--- src/rtl/hdec_pipe.sv ---
// Two-stage pipelined N-to-2**N decoder (one-hot / half / inverted-half) with valid/ready flow control.
// Optional out_parity output (XOR of y) is enabled by defining HDEC_PIPE_PARITY_EN.
module hdec_pipe #(
    parameter int N = 4
) (
    input  logic              clk,
    input  logic              rst_n,
    input  logic              in_valid,
    output logic              in_ready,
    input  logic [N-1:0]      x,
    input  logic [1:0]        mode,
    output logic              out_valid,
    input  logic              out_ready,
    output logic [2**N-1:0]   y,
    output logic              out_err,
`ifdef HDEC_PIPE_PARITY_EN
    output logic              out_parity,
`endif
    output logic              busy
);

    localparam int W = 2**N;
    localparam logic [W-1:0] ONE = {{(W-1){1'b0}}, 1'b1};

    typedef enum logic [1:0] {
        MODE_ONE_HOT  = 2'b00,
        MODE_HALF     = 2'b01,
        MODE_HALF_INV = 2'b10,
        MODE_RSVD     = 2'b11
    } mode_t;

    logic          s1_valid;
    logic [N-1:0]  s1_x;
    mode_t         s1_mode;
    logic          s2_valid;
    logic          adv2;

    logic [W-1:0]  one_hot;
    logic [W-1:0]  below;
    logic [W-1:0]  y_next;
    logic          err_next;

    assign adv2      = !s2_valid || out_ready;
    assign in_ready  = !s1_valid || adv2;
    assign out_valid = s2_valid;
    assign busy      = s1_valid || s2_valid;

    // One-hot minus one sets exactly the bits below x, so x=0 yields zero.
    always_comb begin
        one_hot  = ONE << s1_x;
        below    = one_hot - ONE;
        y_next   = '0;
        err_next = 1'b0;
        case (s1_mode)
            MODE_ONE_HOT:  y_next = one_hot;
            MODE_HALF:     y_next = below;
            MODE_HALF_INV: y_next = ~below;
            default: begin
                y_next   = '0;
                err_next = 1'b1;
            end
        endcase
    end

    always_ff @(posedge clk or negedge rst_n) begin
        if (!rst_n) begin
            s1_valid <= 1'b0;
            s1_x     <= '0;
            s1_mode  <= MODE_ONE_HOT;
        end else if (in_ready) begin
            s1_valid <= in_valid;
            if (in_valid) begin
                s1_x    <= x;
                s1_mode <= mode_t'(mode);
            end
        end
    end

    // y and out_err only load with a real entry, so they hold after out_valid drops.
    always_ff @(posedge clk or negedge rst_n) begin
        if (!rst_n) begin
            s2_valid <= 1'b0;
            y        <= '0;
            out_err  <= 1'b0;
        end else if (adv2) begin
            s2_valid <= s1_valid;
            if (s1_valid) begin
                y       <= y_next;
                out_err <= err_next;
            end
        end
    end

`ifdef HDEC_PIPE_PARITY_EN
    always_ff @(posedge clk or negedge rst_n) begin
        if (!rst_n) begin
            out_parity <= 1'b0;
        end else if (adv2 && s1_valid) begin
            out_parity <= ^y_next;
        end
    end
`endif

endmodule

--- config.mk ---
export PLATFORM = sky130hd
export DESIGN_NAME = hdec_pipe
export DESIGN_NICKNAME = d
export VERILOG_FILES = /design/src/rtl/hdec_pipe.sv
export SDC_FILE = /design/constraint.sdc
export NUM_CORES = 1
export LEC_CHECK = 0
export CORE_ASPECT_RATIO = 1.4
export CORE_MARGIN = 10
export CORE_UTILIZATION = 45
export CTS_CLUSTER_DIAMETER = 30
export DETAILED_ROUTE_END_ITERATION = 8
export HOLD_SLACK_MARGIN = 0.12
export PLACE_DENSITY_LB_ADDON = 0.1
export SYNTH_ARGS = -nofsm -noshare
export SYNTH_HDL_FRONTEND = slang
export SYNTH_SLANG_ARGS = --single-unit
--- constraint.sdc ---
create_clock -name clk -period 2.4 [get_ports clk]
set_clock_uncertainty 0.2 [all_clocks]
set_input_delay 0.24 -clock clk [delete_from_list [all_inputs] [get_ports clk]]
set_output_delay 0.24 -clock clk [all_outputs]
set_load 0.01 [all_outputs]
-- Word-level counts from Yosys, hierarchy flattened
Index checks and enable logic that the tools add are counted.
- bits in registers: 25
- bits of input ports: 10
- add/sub/neg operators: 1
- equal/unequal tests: 2
- shift-type cells: 1
- multiplexer cells: 2
- bitwise gates (word level): 1
- reductions and logical operators: 9
- operators by type and width (kind ; number):
    case mux 16 bit (3 select lines) ; 1
    inverter 16 bit ; 1
    left shift 1 x 4 -> 16 bit (first input constant) ; 1
    subtractor 16 x 1 -> 16 bit (second input constant) ; 1
    AND reduction 2 bit ; 2
    logical OR 1 bit ; 3
    OR reduction 3 bit ; 1
    == test 2 x 1 -> 1 bit (second input constant) ; 1
    == test 2 bit (second input constant) ; 1
    zero test 1 bit ; 2
    zero test 2 bit ; 1
    2-to-1 mux 1 bit ; 1

-- Depth between registers and ports, before layout
Gate-level depths: netlist of run 1.
- word-level depth: 4
- mapped depth: 9

-- Worst setup path before layout of run 1
No wires, ideal clock.
- path type: register -> register
- start: register s1_x[2]
- end: register y[14]
- arrival: 2.011 ns
- data required time: 2.131 ns
- setup slack: 0.120 ns
- cell stages (with the launch flop): 10
- path buffers: 2
- clock period less this slack: 2.280 ns
- cell sequence: dfrtp_1 buf_4 buf_4 nor2_4 nand3b_1 ha_1 and4b_1 o21a_1 or4_1 nand3_1
- longest elaborated chain between the ends: 4
- RTL lines (what ; line ; RTL):
    start, declared ; 33 ; logic [N-1:0] s1_x;
    start signal, assigned ; 68 ; s1_x <= '0;
    start signal, assigned ; 73 ; s1_x <= x;
    left shift 1 x 4 -> 16 bit * ; 50 ; one_hot = ONE << s1_x;
    subtractor 16 x 1 -> 16 bit ; 51 ; below = one_hot - ONE;
    inverter 16 bit ; 57 ; MODE_HALF_INV: y_next = ~below;
    case mux 16 bit (3 select lines) * ; 54 ; case (s1_mode)
    end signal, assigned ; 88 ; y <= y_next;
    end, declared ; 14 ; output logic [2**N-1:0] y,
Mark *: on every way between the ends. The rest lies on a longest branch, timed or not.
A chain may end at the register's enable or synchronous reset.

-- Worst setup path in the final report of run 1
- start: register s1_x[0]
- end: register y[14]
Same word-level chain as after synthesis.

==> results of run 1 <==
[area by class of cell]
cell class                 instances  area, um2  area share (%)
sequential                        25        626            32.4
multi-input combinational        132        855            44.2
clock inverter                     1       7.51           0.388
clock buffer                       3       41.3            2.14
inverter                           1       3.75           0.194
timing repair buffer              37        350            18.1
tap                               40       50.0            2.59
[registers in the layout, summed over array words and instances (netlist names)]
signal / count
y: 16
out_valid: 1
s1_mode: 2
s1_valid: 1
s1_x: 4
out_err: 1
[stage by stage]
step	total power, mW	utilization, %
6_report	1.47	57.2
5_1_grt	1.59	57.2
4_1_cts	1.50	57.2
3_5_place_dp	1.23	55.8
3_3_place_gp	1.21	55.8
2_1_floorplan	0.970	-
[power groups by stage]
stage / clock, mW / sequential, mW / combinational (mW)
after floorplan: 0 / 0.608 / 0.362
after global routing: 0.290 / 0.601 / 0.702
after global placement: 0 / 0.590 / 0.623
after CTS: 0.272 / 0.586 / 0.638
final: 0.260 / 0.586 / 0.627
after detailed placement: 0 / 0.594 / 0.635
[per-layer routing]
metal	vias to the layer above	global-route usage, %	part of all wire (%)
met4	0	4.13	1.2
met1	672	14.8	42
met2	25	20.2	51
met3	5	3.96	6.2
li1	677	-	-
met5	-	0	0
[path summary, 6_finish.rpt]
check	endpoint	start	depth (start not counted)	slack, ps
setup reg to reg	y[14]	s1_x[0]	7	250
max in group asynchronous	y[15]	rst_n	2	1630
hold / removal	s1_valid	rst_n	2	120
setup / recovery	y[14]	s1_x[0]	7	250
min in group clk	y[15]	y[15]	2	290
hold reg to reg	y[15]	y[15]	2	290
[cell families after synthesis]
kind of cell	share of synthesized area, %
AO/OA/AOI/OAI	19.3
XOR/XNOR	0.557
adder cells (fa/ha/maj)	0.796
buffers and inverters	5.81
flip-flops	39.8
multiplexers	8.92
AND/OR/NAND/NOR	24.8
[worst max-delay path, stage by stage (launching register included)]
cell and delay, ps:
dfrtp_1 450, nor2_1 220, nand2_1 110, ha_1 200, and4b_1 170, o21a_1 180, or4_1 470, nand3_1 90
[placed cells by master (no fill, tap or decap), types with 2 or more instances in the layout]
master / n
a2bb2oi_1: 2
mux2i_1: 5
a21oi_1: 9
clkbuf_8: 3
clkdlybuf4s50_1: 29
o21a_1: 3
a31oi_1: 5
nor3_1: 4
nand2_1: 20
nor2b_1: 3
o21ai_0: 12
nand4bb_1: 2
nand2b_1: 6
or2_2: 3
nor2_1: 18
nand4_1: 2
nor4bb_1: 2
buf_4: 8
mux2_2: 8
dfrtp_1: 25
==> results.cfg, run 1 <==
[outcome]
status = completed

[global_route]
first_global_vias = 1376
grt_pass1_wl_mm = 6.76
grt.overflow.total = 0
grt_start_max_net_pins = 27
track_usage_pct = 12.4
antenna_found_initial = 0

[logic_synthesis]
syn_area_um2 = 1570
yosysTopAreaCell = dfrtp_1
synthTopCellsByCount = 25 x dfrtp_1, 20 x nand2_1, 18 x nor2_1, 12 x o21ai_0, 9 x a21oi_1
synth_edf_count = 0
synthArstFlopShare_pct = 100
synth_warnings = 0
syn_inst = 174
ys_seq_area_share_pct = 39.8
synth_cell_types = 51
ys_ff_latch = 25
synth_area_leaders = dfrtp_1 40%, mux2_2 5.7%, nand2_1 4.8%
synthFlopType = dfrtp_1
synth.avg_cell_area_um2 = 9.03
synth_top_area_share_pct = 39.8
yosysMostFrequentCell = dfrtp_1
syn-num-nets = 185

[placed_design]
portBuffers = 29
dp_hpwl_mm = 2.77
placedInstanceArea_um2 = 1880
place_congestion = 0.797
dp_cells = 235
post-place-ws_ps = 285

[cts]
ctsResizeCount = 0
cts_root_buffer = clkbuf_8
ctsHtreeMaxLevel = 1
cts_buffers = 3
postCtsHoldBufs = 0
cts.reportedPaths.clkPinSlew_ps = 90
worstSkewPairLatency_ps = 270
clockBufferDepth = 2
post_cts_buffers = 0
clock-sinks = 25
cts_tree = done

[final_layout]
syn_to_final_growth_pct = 23.0
fillCellCount = 320
layoutNonFillerInstCount = 239
antenna_cells = 0
final_area_um2 = 1930
fin_nets = 211
drive_above_1_share_pct = 14.1

[floorplanning]
rows = 25
ios = 30
dieArea_um2 = 6290
start_util_pct = 46.5
core_area_um2 = 3380
chipHeight_um = 89.9
die_x_um = 69.9

[power]
sw_frac_of_total_pct = 35.1
vdd_ir_drop_max_uv = 532
p_int_uw = 956
comb_power_share_pct = 42.6
p_seq_share_pct = 39.8
powerDensity_nw_per_um2 = 762
p_switching_uw = 517
p_clk_share_pct = 17.7
power.static_leakage_nw = 0.781

[timing]
fmax_mhz = 466
hold_viol = 0
slew_violations = 0
relSlewSlack_pct = 56.6
setup_tns_ps = 0
worstMarginPinSlew_ps = 651
finalCriticalPeriod_ps = 2150
rsz0062_at_grt = no
timing.hold.ws_ps = 121
fin_ws_ps = 252
setup_viol = 0
finalCritPeriodShare_pct = 89.5

[hold_path]
hp-class = primary input to asynchronous set/reset pin

[route]
firstDrtPassIters = 4
routedWlPerCell_um = 15.8
antenna_left = 0
drt-total-wl_mm = 3.77
vias = 1379
route.detailed.drc = 0
drt_iter0_drc = 58
routed_via_density = 5.77

[job]
drv_cap = 0

[critical_path]
worstPathArrival_ps = 2170
path_class = flip-flop to flip-flop
worstPathRequired_ps = 2420
worstPathMaxFanout = 7
start_kind = flip-flop
cp-end-kind = flip-flop
No activity file was read; power rests on OpenSTA's default activity.
==> run 2, diff against run 1 <==
--- a/config.mk
+++ b/config.mk
@@ -10,6 +10,7 @@
 export CORE_UTILIZATION = 45
 export CTS_CLUSTER_DIAMETER = 30
 export DETAILED_ROUTE_END_ITERATION = 8
+export GPL_TIMING_DRIVEN = 0
 export HOLD_SLACK_MARGIN = 0.12
 export PLACE_DENSITY_LB_ADDON = 0.1
 export SYNTH_ARGS = -nofsm -noshare
==> results.cfg, run 2 (synthesis results as in run 1) <==
[critical_path]
cp-end-kind = flip-flop
path_cells = buf_6 > nor2_1 > nand2_1 > ha_4 > and4b_1 > o21a_1 > or4_1 > nand3_1
path_class = flip-flop to flip-flop
slowest_stage = or4_1
start_kind = flip-flop
worstPathArrival_ps = 2360
worstPathMaxFanout = 10
worstPathRequired_ps = 2420
cpPeakStageDelay_ps = 470

[placed_design]
post-place-ws_ps = -76.2
placedInstanceArea_um2 = 1910
place_congestion = 0.832
portBuffers = 29
dp_hpwl_mm = 3.12
dp_cells = 243

[cts]
cts.reportedPaths.clkPinSlew_ps = 90
clock-sinks = 25
worstSkewPairLatency_ps = 270
clockBufferDepth = 2
cts_tree = done
cts_root_buffer = clkbuf_8
ctsHtreeMaxLevel = 1
cts_buffers = 3
postCtsHoldBufs = 0

[floorplanning]
rows = 25
ios = 30
core_area_um2 = 3380
die_x_um = 69.9
dieArea_um2 = 6290
chipHeight_um = 89.9
start_util_pct = 46.5

[route]
drt_iter0_drc = 85
routed_via_density = 5.73
firstDrtPassIters = 4
routedWlPerCell_um = 16.7
route.detailed.drc = 0
antenna_left = 0
vias = 1445
drt-total-wl_mm = 4.21

[global_route]
track_usage_pct = 13.2
grt.overflow.total = 0
grt_start_max_net_pins = 26
grt_pass1_wl_mm = 7.04
first_global_vias = 1460
antenna_found_initial = 0

[power]
p_clk_share_pct = 16.9
p_seq_share_pct = 37.4
vdd_ir_drop_max_uv = 404
powerDensity_nw_per_um2 = 755
p_switching_uw = 539
sw_frac_of_total_pct = 35.4
report.power.total_mw = 1.52
power.static_leakage_nw = 0.829
p_int_uw = 983
comb_power_share_pct = 45.7

[final_layout]
reg_top3 = y: 16 flops, s1_x: 4 flops, s1_mode: 2 flops
fin_nets = 224
final_area_um2 = 2020
mostFrequentLayoutCell = clkdlybuf4s50_1
seqCellArea_um2 = 626
post-route-util_pct = 59.7
layoutNonFillerInstCount = 252
fillCellCount = 304
mostFrequentLayoutCells = 29 x clkdlybuf4s50_1, 25 x dfrtp_1, 20 x nand2_1
multi_input_area_um2 = 867
largest_register = y
largest_reg_flops = 16
drive_above_1_share_pct = 17.5
syn_to_final_growth_pct = 28.3
antenna_cells = 0

[timing]
fin_ws_ps = 56.8
hold_viol = 0
worstMarginPinSlew_ps = 1130
timing.hold.ws_ps = 285
fmax_mhz = 427
setup_viol = 0
relSlewSlack_pct = 24.5
slew_violations = 0
finalCriticalPeriod_ps = 2340
finalCritPeriodShare_pct = 97.6
setup_tns_ps = 0

[outcome]
status = completed

[job]
drv_cap = 0

[hold_path]
hp-class = flip-flop to flip-flop
## run 2: area by class of cell
type | instances | area share (%)
Sequential cell | 25 | 31.0
Clock buffer | 3 | 2.05
Buffer | 16 | 4.72
Inverter | 1 | 0.186
Multi-Input combinational cell | 132 | 43.0
Tap cell | 40 | 2.48
Clock inverter | 1 | 0.248
Timing Repair Buffer | 34 | 16.3
## run 2: power groups by stage
stage / combinational, mW / sequential (mW) / clock (mW)
after floorplan: 0.362 / 0.608 / 0
after global placement: 0.660 / 0.574 / 0
after detailed placement: 0.673 / 0.577 / 0
after CTS: 0.685 / 0.569 / 0.263
after global routing: 0.767 / 0.585 / 0.281
final: 0.696 / 0.570 / 0.257
## run 2: worst max-delay path, delay by kind of cell, from the launching register on
family          cells  cell delay [ps]
compound gates      1              190
fa+ha+maj           1              200
buf+inv             1              170
flops               1              450
simple gates        5             1070
## run 2: what timing repair did
item / 4_1_cts / 5_1_grt
endpoints found under the setup margin: 1 / 1
gates resized for setup: 2 / 2
pin swaps: 0 / 4
setup buffers: 1 / 4
## run 2: worst paths after layout
check	start	end	slack (ps)	cells past startpoint
min	y[15]	y[15]	290	2
max reg2reg	s1_x[1]	y[14]	60	8
min reg2reg	y[15]	y[15]	290	2
max in group asynchronous	rst_n	y[14]	960	1
max	s1_x[1]	y[14]	60	8
min in group asynchronous	rst_n	s1_valid	360	1
## run 2: per-layer routing
metal  global-route usage, %  vias up  share of wire [%]
li1                        -      703                  -
met1                    13.6      685                 40
met2                    23.6       48                 52
met3                    3.63        9                6.2
met4                    6.11        0                2.3
met5                       0        -                  0
==> run 3, diff against run 2 <==
--- a/config.mk
+++ b/config.mk
@@ -13,6 +13,7 @@
 export GPL_TIMING_DRIVEN = 0
 export HOLD_SLACK_MARGIN = 0.12
 export PLACE_DENSITY_LB_ADDON = 0.1
+export SKIP_LAST_GASP = 1
 export SYNTH_ARGS = -nofsm -noshare
 export SYNTH_HDL_FRONTEND = slang
 export SYNTH_SLANG_ARGS = --single-unit
==> results of run 3 <==
Same layout as run 2: the final DEF is identical, and so are final timing and power.
